## config.mk

```make
export PLATFORM = sky130hd
export DESIGN_NAME = uart_rx_fifo_flat
export DESIGN_NICKNAME = d
export VERILOG_FILES = /design/src/rtl/uart_rx_fifo_if.sv /design/src/rtl/uart_rx_fifo.sv /design/src/flat_wrapper.sv
export SDC_FILE = /design/constraint.sdc
export NUM_CORES = 1
export LEC_CHECK = 0
export BUFFER_PORTS_ARGS = -buffer_cell sky130_fd_sc_hd__buf_2
export CAP_MARGIN = 30
export CORE_MARGIN = 5
export CORE_UTILIZATION = 54
export CTS_CLUSTER_DIAMETER = 60
export DETAILED_ROUTE_END_ITERATION = 16
export PLACE_DENSITY_LB_ADDON = 0.3
export SYNTH_ARGS = -nofsm -noshare
export SYNTH_HDL_FRONTEND = slang
export SYNTH_SLANG_ARGS = --single-unit
```

## constraint.sdc

```tcl
create_clock -name clk -period 5.75 [get_ports clk]
set_clock_uncertainty 0.05 [all_clocks]
set_input_delay 0.2875 -clock clk [delete_from_list [all_inputs] [get_ports clk]]
set_output_delay 0.2875 -clock clk [all_outputs]
set_load 0.1 [all_outputs]
```

## src/rtl/uart_rx_fifo_if.sv

```systemverilog
// Receive FIFO bus bundle: receiver strobe/data in, MCU pop/read, status and error flags.
//   slave  : used by uart_rx_fifo (receives rx_*, rd_en, clr_err; drives read data and status)
//   master : used by the agent driving the FIFO (bus bridge / receiver model)
interface uart_rx_fifo_if #(
   parameter int unsigned DEPTH = 16
);
   localparam int unsigned CW = $clog2(DEPTH) + 1;

   logic          rx_done;
   logic [7:0]    rx_data;
   logic          rd_en;
   logic [7:0]    rd_data;
   logic          rd_valid;
   logic          empty;
   logic          full;
   logic [CW-1:0] count;
   logic          clr_err;
   logic          ovr_err;
   logic          to_flag;
   logic          irq;

   modport slave (
      input  rx_done, rx_data, rd_en, clr_err,
      output rd_data, rd_valid, empty, full, count, ovr_err, to_flag, irq
   );

   modport master (
      output rx_done, rx_data, rd_en, clr_err,
      input  rd_data, rd_valid, empty, full, count, ovr_err, to_flag, irq
   );
endinterface

```

## src/rtl/uart_rx_fifo.sv

```systemverilog
// UART receive byte buffer: one push per rising edge of rx_done into a circular FIFO,
// 1-cycle registered pop, sticky overrun, idle-timeout flag and level interrupt.
// Ports:
//   clk    : system clock
//   reset  : synchronous, active-high; flushes contents and clears all flags
//   bus    : uart_rx_fifo_if.slave (rx_done/rx_data, rd_en/rd_data/rd_valid,
//            empty/full/count, clr_err/ovr_err/to_flag, irq)
module uart_rx_fifo #(
   parameter int unsigned DEPTH       = 16,
   parameter int unsigned THRESH      = 8,
   parameter int unsigned TIMEOUT_CYC = 20000
) (
   input  logic          clk,
   input  logic          reset,
   uart_rx_fifo_if.slave bus
);
   localparam int unsigned AW = $clog2(DEPTH);
   localparam int unsigned CW = AW + 1;

   logic [7:0]    mem [DEPTH];
   logic [AW-1:0] wr_ptr;
   logic [AW-1:0] rd_ptr;
   logic [CW-1:0] count_q;
   logic [31:0]   to_cnt;
   logic          rx_done_q;
   logic [7:0]    rd_data_q;
   logic          rd_valid_q;
   logic          ovr_q;
   logic          to_q;

   logic          push_c;
   logic          empty_c;
   logic          full_c;
   logic          do_pop_c;
   logic          do_push_c;
   logic          ovr_c;
   logic          to_hit_c;

   // Event decode from registered state and current inputs
   always_comb begin
      push_c    = bus.rx_done & ~rx_done_q;
      empty_c   = (count_q == '0);
      full_c    = (count_q == CW'(DEPTH));
      do_pop_c  = bus.rd_en & ~empty_c;
      // a same-cycle pop frees a slot, so a push into a full FIFO still lands
      do_push_c = push_c & (~full_c | do_pop_c);
      ovr_c     = push_c & full_c & ~do_pop_c;
      // flag sets on the edge where the idle counter reaches TIMEOUT_CYC
      to_hit_c  = ~empty_c & ~push_c & ~do_pop_c &
                  (to_cnt == 32'(TIMEOUT_CYC) - 32'd1);
   end

   // Storage array; contents need no reset since count gates all reads
   always_ff @(posedge clk) begin
      if (!reset && do_push_c) begin
         mem[wr_ptr] <= bus.rx_data;
      end
   end

   // Pointers, occupancy, read port and edge detector
   always_ff @(posedge clk) begin
      if (reset) begin
         wr_ptr     <= '0;
         rd_ptr     <= '0;
         count_q    <= '0;
         rx_done_q  <= 1'b0;
         rd_data_q  <= 8'h00;
         rd_valid_q <= 1'b0;
      end else begin
         rx_done_q  <= bus.rx_done;
         rd_valid_q <= do_pop_c;
         if (do_push_c) begin
            wr_ptr <= wr_ptr + AW'(1);
         end
         if (do_pop_c) begin
            rd_data_q <= mem[rd_ptr];
            rd_ptr    <= rd_ptr + AW'(1);
         end
         case ({do_push_c, do_pop_c})
            2'b10:   count_q <= count_q + CW'(1);
            2'b01:   count_q <= count_q - CW'(1);
            default: count_q <= count_q;
         endcase
      end
   end

   // Idle-timeout counter, saturating at TIMEOUT_CYC
   always_ff @(posedge clk) begin
      if (reset) begin
         to_cnt <= 32'd0;
      end else if (push_c || do_pop_c || empty_c) begin
         to_cnt <= 32'd0;
      end else if (to_cnt != 32'(TIMEOUT_CYC)) begin
         to_cnt <= to_cnt + 32'd1;
      end
   end

   // Sticky overrun (set beats clear) and timeout flag
   always_ff @(posedge clk) begin
      if (reset) begin
         ovr_q <= 1'b0;
         to_q  <= 1'b0;
      end else begin
         if (ovr_c) begin
            ovr_q <= 1'b1;
         end else if (bus.clr_err) begin
            ovr_q <= 1'b0;
         end
         // saturated counter cannot re-trigger, so a cleared flag stays down
         if (do_pop_c || bus.clr_err || empty_c) begin
            to_q <= 1'b0;
         end else if (to_hit_c) begin
            to_q <= 1'b1;
         end
      end
   end

   assign bus.rd_data  = rd_data_q;
   assign bus.rd_valid = rd_valid_q;
   assign bus.count    = count_q;
   assign bus.empty    = empty_c;
   assign bus.full     = full_c;
   assign bus.ovr_err  = ovr_q;
   assign bus.to_flag  = to_q;
   assign bus.irq      = (count_q >= CW'(THRESH)) | ovr_q | to_q;
endmodule
```

## src/flat_wrapper.sv

```systemverilog
// flat-port wrapper written by rule: the top's interface ports become plain ports
module uart_rx_fifo_flat 
#(
   parameter int unsigned DEPTH       = 16,
   parameter int unsigned THRESH      = 8,
   parameter int unsigned TIMEOUT_CYC = 20000
)
  (clk, reset, bus_rx_done, bus_rx_data, bus_rd_en, bus_clr_err, bus_rd_data, bus_rd_valid, bus_empty, bus_full, bus_count, bus_ovr_err, bus_to_flag, bus_irq);
  uart_rx_fifo_if #(.DEPTH(DEPTH)) bus_i ();
  input  logic clk;
  input  logic reset;
  input wire logic [$bits(bus_i.rx_done)-1:0] bus_rx_done;
  input wire logic [$bits(bus_i.rx_data)-1:0] bus_rx_data;
  input wire logic [$bits(bus_i.rd_en)-1:0] bus_rd_en;
  input wire logic [$bits(bus_i.clr_err)-1:0] bus_clr_err;
  output wire logic [$bits(bus_i.rd_data)-1:0] bus_rd_data;
  output wire logic [$bits(bus_i.rd_valid)-1:0] bus_rd_valid;
  output wire logic [$bits(bus_i.empty)-1:0] bus_empty;
  output wire logic [$bits(bus_i.full)-1:0] bus_full;
  output wire logic [$bits(bus_i.count)-1:0] bus_count;
  output wire logic [$bits(bus_i.ovr_err)-1:0] bus_ovr_err;
  output wire logic [$bits(bus_i.to_flag)-1:0] bus_to_flag;
  output wire logic [$bits(bus_i.irq)-1:0] bus_irq;
  assign bus_i.rx_done = bus_rx_done;
  assign bus_i.rx_data = bus_rx_data;
  assign bus_i.rd_en = bus_rd_en;
  assign bus_i.clr_err = bus_clr_err;
  assign bus_rd_data = bus_i.rd_data;
  assign bus_rd_valid = bus_i.rd_valid;
  assign bus_empty = bus_i.empty;
  assign bus_full = bus_i.full;
  assign bus_count = bus_i.count;
  assign bus_ovr_err = bus_i.ovr_err;
  assign bus_to_flag = bus_i.to_flag;
  assign bus_irq = bus_i.irq;
  uart_rx_fifo #(.DEPTH(DEPTH), .THRESH(THRESH), .TIMEOUT_CYC(TIMEOUT_CYC)) u_core (.clk(clk), .reset(reset), .bus(bus_i));
endmodule
```

# Word-level counts from Yosys, hierarchy flattened
# Memories as Yosys holds them, arrays and structs flattened. A register that Yosys moved wholly into a read port is not among the register bits.
# Index checks and enable logic that the tools add are counted.
# totals
out_inout_bits,19
ramBits,128
mem_count,1
regBits,49
inputBits,13
# memory_table
memory,words,width,rd,rd_ports_with_merged_regs,wr,line,text
u_core.mem,16,8,1,1,1,uart_rx_fifo.sv:20,logic [7:0] mem [DEPTH];
# classes
n_bitwise,16
n_mux,5
n_eq_ne,5
add_sub_neg,5
n_reduce_logical,11
n_lt_le_gt_ge,1
# op_table
op,n
$add 32x1->32 const B,1
$eq 32x15->1 const B,1
$ne 32x15->1 const B,1
$pmux 5 s2,1
$add 4x1->4 const B,2
$and 1x1->1,8
$add 5x1->5 const B,1
$eq 5x5->1 const B,1
$ge 5x4->1 const B,1
$logic_not 5->1,1
$not 1->1,5
$sub 5x1->5 const B,1
$logic_or 1x1->1,4
$mux 1,4
$reduce_bool 2->1,2
$reduce_or 2->1,2
$or 1x1->1,3
$eq 2x1->1 const B,1
$eq 2x2->1 const B,1
$logic_and 1x1->1,1
$logic_not 1->1,1

# Longest topological paths before layout
# Gate-level depths: netlist of the first run.
# depth
ltp_word,8
mapped_depth,10

# Worst setup path after synthesis of the first run
# OpenSTA, ideal clock, no wires.
# synth_timing
kind,register -> register
start,register u_core.count_q[1] (netlist: u_core.bus.count[1])
end,register u_core.to_cnt[0]
path_stages_with_launch,8
path_slack_ns,2.107
n_path_buf,2
synth_period_minus_slack_ns,3.643
arrival_ns,3.476
t_required_ns,5.583
cell_sequence,dfxtp_1 buf_2 or4_1 nor2_1 or3_1 nand2b_1 buf_2 nor2_1
# synth_via
elab_chain_len,6
# synth_rtl
element,line,text
"start, declared",uart_rx_fifo.sv:23,logic [CW-1:0] count_q;
"start signal, assigned",uart_rx_fifo.sv:80,2'b10: count_q <= count_q + CW'(1);
"start signal, assigned",uart_rx_fifo.sv:81,2'b01: count_q <= count_q - CW'(1);
"start signal, assigned",uart_rx_fifo.sv:82,default: count_q <= count_q;
$logic_not 5->1 *,uart_rx_fifo.sv:42,empty_c = (count_q == '0);
net bus_empty,flat_wrapper.sv:18,output wire logic [$bits(bus_i.empty)-1:0] bus_empty;
$not 1->1,uart_rx_fifo.sv:44,do_pop_c = bus.rd_en & ~empty_c;
$and 1x1->1,uart_rx_fifo.sv:44,
$logic_or 1x1->1,uart_rx_fifo.sv:91,end else if (push_c || do_pop_c || empty_c) begin
$logic_or 1x1->1 *,uart_rx_fifo.sv:91,
$reduce_or 2->1 (no source line) *,--,
"end signal, assigned",uart_rx_fifo.sv:94,to_cnt <= to_cnt + 32'd1;
"end, declared",uart_rx_fifo.sv:24,logic [31:0] to_cnt;
# The timed path passes the listed nets; every way through them passes the cells marked *.
# A chain may end at the register's enable or synchronous reset.

# Worst setup path in the final report of the first run
# layout_timing
start,register u_core.count_q[1] (netlist: u_core.bus.count[1])
end,memory u_core.mem[0][2] (enable)
# layout_via
elab_chain_len,8
# layout_rtl
element,line,text
$logic_not 5->1,uart_rx_fifo.sv:42,
$not 1->1,uart_rx_fifo.sv:44,
$and 1x1->1,uart_rx_fifo.sv:44,
$or 1x1->1 *,uart_rx_fifo.sv:46,do_push_c = push_c & (~full_c | do_pop_c);
$and 1x1->1 *,uart_rx_fifo.sv:46,
$logic_and 1x1->1 *,uart_rx_fifo.sv:55,if (!reset && do_push_c) begin
$mux 1 *,uart_rx_fifo.sv:55,
$mux 1 (not written as such) *,uart_rx_fifo.sv:56,mem[wr_ptr] <= bus.rx_data;
"end, declared",uart_rx_fifo.sv:20,
# Every way passes the cells marked *; elsewhere a longest branch is shown, timed or not.

==> results of run 1 <==
## through the flow
| step | setup WS, ns | hold slack [ns] | power (W) | area, um2 | std cells |
|---|---|---|---|---|---|
| 5_1_grt | 2.53 | 0.0622 | 0.00361 | 8470 | 755 |
| 3_3_place_gp | 2.91 | 0.404 | 0.00239 | 7860 | 719 |
| 2_1_floorplan | 2.11 | 0.310 | 0.00225 | 7600 | 535 |
| 4_1_cts | 2.77 | 0.0626 | 0.00349 | 8450 | 753 |
| 6_report | 2.86 | 0.0662 | 0.00347 | 8470 | 755 |
| 3_5_place_dp | 2.80 | 0.416 | 0.00241 | 7890 | 721 |
## area by class of cell
cell class / instances / area share [%]
clock inverters: 14 / 1.48
multi-input cells: 307 / 28.7
flip-flops and latches: 185 / 58.9
inverters: 14 / 0.620
repair buffers: 38 / 2.69
well taps: 180 / 2.66
clock buffers: 17 / 5.02
## per-layer routing
metal  up-vias  GRT usage [%]  wire, um
li1       2058              -         -
met1      2204           25.8      6340
met2       160           33.5      8040
met3        18           4.98       926
met4         0           6.73       208
met5         -              0         0
## cells in the mapped netlist, drive strengths merged (2+ instances only)
library cell,count,share of area [%]
buf,15,1.1
dfxtp,57,15
a22oi,19,1.9
edfxtp,128,51
inv,14,0.69
nor2b,5,0.41
mux4,32,9.5
a21oi,22,1.4
nand2,18,0.89
and3,2,0.16
ha,9,1.5
clkbuf,14,0.71
or3,3,0.25
xor2,13,1.5
nor4b,2,0.23
mux2i,2,0.26
nand3,13,0.86
or4,2,0.20
nor3,13,0.86
a211oi,5,0.49
xnor2,27,3.1
nor2,76,3.8
nor4,13,1.7
o21ai,2,0.18
nand4,9,0.74
and4,4,0.46
nand2b,6,0.49
## worst min path at each step
stage | start | to | slack, ns | cells after the start
global route | bus_rx_done | u_core.rx_done_q | 0.06 | 2
CTS | bus_rx_done | u_core.rx_done_q | 0.06 | 2
finish | bus_rx_done | u_core.rx_done_q | 0.07 | 2
detailed placement | u_core.bus.to_flag | u_core.bus.to_flag | 0.42 | 2
floorplan | bus_clr_err | u_core.bus.to_flag | 0.31 | 1
global placement | u_core.bus.to_flag | u_core.bus.to_flag | 0.40 | 2
## timing repair
action / 4_1_cts / 5_1_grt
buffers inserted: 0 / 0
hold buffers: 1 / 0
endpoints found under the hold margin: 1 / 0
resized for setup: 0 / 0
## cell families (layout without fill, tap and decap cells)
kind of cell,Yosys count,in the layout,share of synthesized area (%)
xor gates and xnor gates,40,40,4.61
and+or+nand+nor,170,170,11.4
AOI/OAI and AO/OA,54,54,4.68
muxes,34,34,9.75
buffers and inverters,43,83,2.47
adders and majority gates,9,9,1.48
DFF,185,185,65.6
## placed cells by master (no fill, tap or decap), drive strengths merged, types with 2 or more instances in the layout
| master | n |
|---|---|
| inv | 17 |
| mux2i | 2 |
| nor2 | 76 |
| mux4 | 32 |
| xnor2 | 27 |
| edfxtp | 128 |
| or4 | 2 |
| clkinvlp | 5 |
| a22oi | 19 |
| nand4 | 9 |
| and3 | 2 |
| o21ai | 2 |
| or3 | 3 |
| xor2 | 13 |
| dfxtp | 57 |
| a21oi | 22 |
| ha | 9 |
| nor4 | 13 |
| clkbuf | 19 |
| and4 | 4 |
| nor2b | 5 |
| nor4b | 2 |
| nand3 | 13 |
| clkinv | 5 |
| nand2 | 18 |
| nand2b | 6 |
| nor3 | 13 |
| a211oi | 5 |
| buf | 35 |
## worst max-delay path, stage by stage (launching register included)
cell and delay, ns:
dfxtp_1 0.51, nor4_2 0.15, a31oi_1 0.46, nor2b_1 0.36
nand2_1 0.20, nor3_1 0.78
## power groups by stage
stage	combinational, W	sequential [W]	clock (W)
after global routing	0.000919	0.00152	0.00117
after global placement	0.000852	0.00154	0
after detailed placement	0.000867	0.00155	0
after CTS	0.000870	0.00152	0.00110
after floorplan	0.000479	0.00177	0
final	0.000862	0.00152	0.00109
## flip-flops by register name (all words and copies together) (netlist names)
signal               cells
u_core.bus.count         5
u_core.bus.ovr_err       1
u_core.bus.rd_data       8
u_core.bus.rd_valid      1
u_core.bus.to_flag       1
u_core.mem             128
u_core.rd_ptr            4
u_core.rx_done_q         1
u_core.to_cnt           32
u_core.wr_ptr            4
==> flow_summary.ini, run 1 <==
[timing]
fin_setup_tns_ns = 0
hold_viol_final = 0
finalCritPeriodShare_pct = 50.3
period_needed_ns = 2.89
setup_violations = 0
relSlewSlack_pct = 34.3
slew_violations = 0
rsz0062_at_grt = false
tightest_slew_ns = 0.978
clock.fmax_mhz = 346

[yosys]
yosysSeqAreaShare_pct = 65.6
yosys_register_bits = 185
synth_fp_nets = 557
synth_cells = 535
ys.flop_type = edfxtp_1
synth_enable_flop_cells = 128
ys_types = 45
async_reset_ff_share_pct = 0
ys_warn_count = 0
syn_avg_cell_area_um2 = 14.2
synthesis.area_um2 = 7600

[run_status]
status = completed

[cells_and_area]
fin_nets = 585
fillerInstances = 975
final_layout_size_suffix_gt1_share_pct = 19.1
multiInputGateArea_um2 = 2430
utilization_pct = 61.3
antenna-diode-count = 0
syn2layout_area_growth_pct = 11.4
regArea_um2 = 4990

[floorplan]
die_h_um = 129
fp.dieW_um = 129
row_count = 43
io_pins = 32
core_um2 = 13800
dieArea_um2 = 16500
start_util_pct = 55.0

[worst_setup_path]
r2r_slack_ns = 2.86
r2r_end = u_core.mem[0][2]
start_kind = flip-flop
cp_max_fo = 10
critPathArrivalTime_ns = 2.90
crit_type = flip-flop to flip-flop
required_ns = 5.75
reg2reg_from = u_core.bus.count[1]
r2r_cells = 5
crit_path_start = u_core.bus.count[1]
critPathCapture = u_core.mem[0][2]
end_kind = flip-flop

[placement]
io_buffers = 31
hpwl_mm = 9.76
routabilityCongestion = 0.848

[run]
maxCapViolCount = 0

[grt]
antenna_found_initial = 0
grt_first_pass_wirelength_mm = 24.6
gr-total-overflow = 0
grt_usage_pct = 20.0
grt_start_max_net_pins = 36
grt_pass1_vias = 4359

[pwr]
comb_power_share_pct = 24.9
power.share.sequential_pct = 43.8
p_int_w = 0.00231
p_per_area_nw_per_um2 = 409
p_leak_nw = 2.68
switching_share_pct = 33.4
pwr-share-clk_pct = 31.4
power.switching_w = 0.00116
ir_worst_vdd_mv = 0.247

[cts]
cts_tree = done
cts_buffers = 17
cts_sinks = 185
cts_max_path_buffers = 2
clk_pin_slew_ns = 0.07
clk_latency_ns = 0.43
htree_num_levels = 4
ctsRootBufferMaster = clkbuf_16

[route]
wl_mm = 15.5
drt_iter0_drc = 481
dr.pass1.iters = 5
viasPerCell = 5.88
drc = 0
ant_nets = 0
wl_per_cell_um = 20.5
num_vias = 4440

[worst_hold_path]
min_path_type = primary input to flip-flop
(Power assumes the default switching activity.)
==> inputs of run 2 (changes only) <==
--- a/config.mk
+++ b/config.mk
@@ -5,6 +5,7 @@
 export SDC_FILE = /design/constraint.sdc
 export NUM_CORES = 1
 export LEC_CHECK = 0
+export ABC_AREA = 1
 export BUFFER_PORTS_ARGS = -buffer_cell sky130_fd_sc_hd__buf_2
 export CAP_MARGIN = 30
 export CORE_MARGIN = 5
==> constraint.sdc (replaced) <==
create_clock -name clk -period 2.51 [get_ports clk]
set_clock_uncertainty 0.05 [all_clocks]
set_input_delay 0.1255 -clock clk [delete_from_list [all_inputs] [get_ports clk]]
set_output_delay 0.1255 -clock clk [all_outputs]
set_load 0.1 [all_outputs]
==> flow_summary.ini, run 2 <==
[run_status]
status = completed

[yosys]
syn_avg_cell_area_um2 = 10.3
yosys_register_bits = 185
synth_cells = 769
synth_enable_flop_cells = 128
synth_fp_nets = 791
synthesis.area_um2 = 7910
yosysTopAreaCell = edfxtp_1
yosysSeqAreaShare_pct = 63.0
synth_most_common_cell = edfxtp_1
synth.area.top_cells = edfxtp_1 49%, dfxtp_1 14%, nor2_1 5.8%, o21ai_0 3.7%, nand2_1 3.0%
synth_common_cells = 128 x edfxtp_1, 123 x nor2_1, 63 x nand2_1, 62 x inv_1, 59 x o21ai_0
async_reset_ff_share_pct = 0
ys_warn_count = 0
ys.flop_type = edfxtp_1
ys_types = 40
synth_top_area_share_pct = 48.6

[pwr]
power.switching_w = 0.00261
comb_power_share_pct = 23.3
pwr-share-clk_pct = 33.9
ir_worst_vdd_mv = 0.836
switching_share_pct = 32.6
power.share.sequential_pct = 42.8
p_leak_nw = 3.18
p_per_area_nw_per_um2 = 891
p_int_w = 0.00539

[worst_hold_path]
min_path_type = primary input to flip-flop
hp-start = bus_rd_en

[timing]
clock.fmax_mhz = 475
tightest_slew_ns = 0.699
period_needed_ns = 2.11
finalCritPeriodShare_pct = 83.9
fin_setup_tns_ns = 0
rsz0062_at_grt = false
relSlewSlack_pct = 53.2
hold_viol_final = 0
fin_ws_ns = 0.404
timing.hold.ws_ns = 0.0289
setup_violations = 0
slew_violations = 0

[cells_and_area]
layout_commonest_cell = edfxtp_1
final_layout_size_suffix_gt1_share_pct = 14.6
fin_nets = 835
largest_reg_flops = 128
fillerInstances = 1139
antenna-diode-count = 0
syn2layout_area_growth_pct = 13.6
regMostFlops = u_core.mem
final_cell_mix = 128 x edfxtp_1, 123 x nor2_1, 63 x nand2_1

[floorplan]
start_util_pct = 54.8
row_count = 44
die_h_um = 131
core_um2 = 14400
dieArea_um2 = 17200
io_pins = 32
fp.dieW_um = 131

[placement]
dp_slack_ns = 0.433
io_buffers = 31
hpwl_mm = 11.7
routabilityCongestion = 0.899

[run]
maxCapViolCount = 0

[route]
num_vias = 5907
wl_mm = 17.9
viasPerCell = 5.85
ant_nets = 0
drt_iter0_drc = 552
dr.pass1.iters = 6
drc = 0
wl_per_cell_um = 17.7

[worst_setup_path]
crit_type = flip-flop to flip-flop
start_kind = flip-flop
required_ns = 2.77
end_kind = flip-flop
reg2reg_from = u_core.bus.count[0]
cp_max_fo = 6
critPathArrivalTime_ns = 2.37
crit_path_start = u_core.bus.count[0]

[cts]
cts_sinks = 185
ctsRootBufferMaster = clkbuf_16
cts_max_path_buffers = 2
cts_tree = done
clk_pin_slew_ns = 0.07
htree_num_levels = 4
clk_latency_ns = 0.42
cts_buffers = 17
ctsResizeCount = 0

[grt]
grt_start_max_net_pins = 67
grt_pass1_vias = 5625
grt_usage_pct = 21.5
gr-total-overflow = 0
grt_first_pass_wirelength_mm = 28.5
antenna_found_initial = 0
==> run 2: cell count changes after synthesis, moves of 27 or more <==
cell      change
o21ai_0      +58
inv_1        +48
nor2_1       +48
nand2_1      +45
mux4_2       -32
o21ai_1      +32
o211ai_1     +28
nand3_1      +27
==> run 2: worst paths after layout <==
path                    endpoint  slack [ns]  cells past startpoint
max reg2reg  u_core.bus.count[4]        0.40                     10
min           u_core.bus.to_flag        0.03                      4
max          u_core.bus.count[4]        0.40                     10
min reg2reg    u_core.to_cnt[29]        0.41                      2
==> run 2: power groups by stage <==
stage                     logic, W  registers [W]  clock network [W]
after global routing       0.00201        0.00343            0.00288
after global placement     0.00181        0.00348                  0
after detailed placement   0.00184        0.00349                  0
after CTS                  0.00186        0.00342            0.00275
final                      0.00186        0.00343            0.00272
after floorplan           0.000997        0.00393                  0
==> run 2: layout make-up <==
cell class / instances / area [um2] / area share [%]
inverter: 78 / 293 / 3.26
multi-input combinational: 475 / 2500 / 27.8
clock inverter: 11 / 145 / 1.62
sequential: 185 / 4990 / 55.6
clock buffer: 21 / 460 / 5.13
timing repair buffer: 56 / 365 / 4.07
tap: 184 / 230 / 2.56
==> run 2: logic make-up after synthesis <==
family,Yosys count,synth area share [%]
AOI/OAI and AO/OA,178,13.1
xor gates and xnor gates,4,0.443
adders and majority gates,9,1.42
buffers and inverters,109,5.41
DFF,185,63.0
and+or+nand+nor,284,16.6
==> run 2: routing by layer <==
metal,GRT usage [%],routed length (um),up-vias
met4,8.35,469,0
met2,34.1,8370,247
met1,29.2,7700,2819
met3,4.59,1320,37
met5,0,0,-
li1,-,-,2804
==> run 2: repair_timing <==
action / 4_1_cts / 5_1_grt
endpoints found under the setup margin: 0 / 0
hold buffers: 4 / 0
buffers inserted: 0 / 0
hold endpoints to repair: 5 / 0
==> run 2: metrics by stage <==
stage	utilization, %	power [W]	instance area, um2	cells
floorplan	-	0.00493	7920	769
global placement	57.8	0.00529	8340	974
detailed placement	57.8	0.00533	8340	974
CTS	62.3	0.00803	8980	1010
global route	62.3	0.00833	8980	1010
finish	62.3	0.00800	8980	1010
==> run 2: worst max-delay path: stages, from the launching register on <==
cell and delay (ns):
dfxtp_2 0.34, nor2_1 0.16, nand3_1 0.22, nand3_1 0.22
inv_1 0.08, ha_1 0.33, or2_2 0.31, nand3_1 0.10
nand3_1 0.08, nand2_1 0.06, nor2_1 0.04
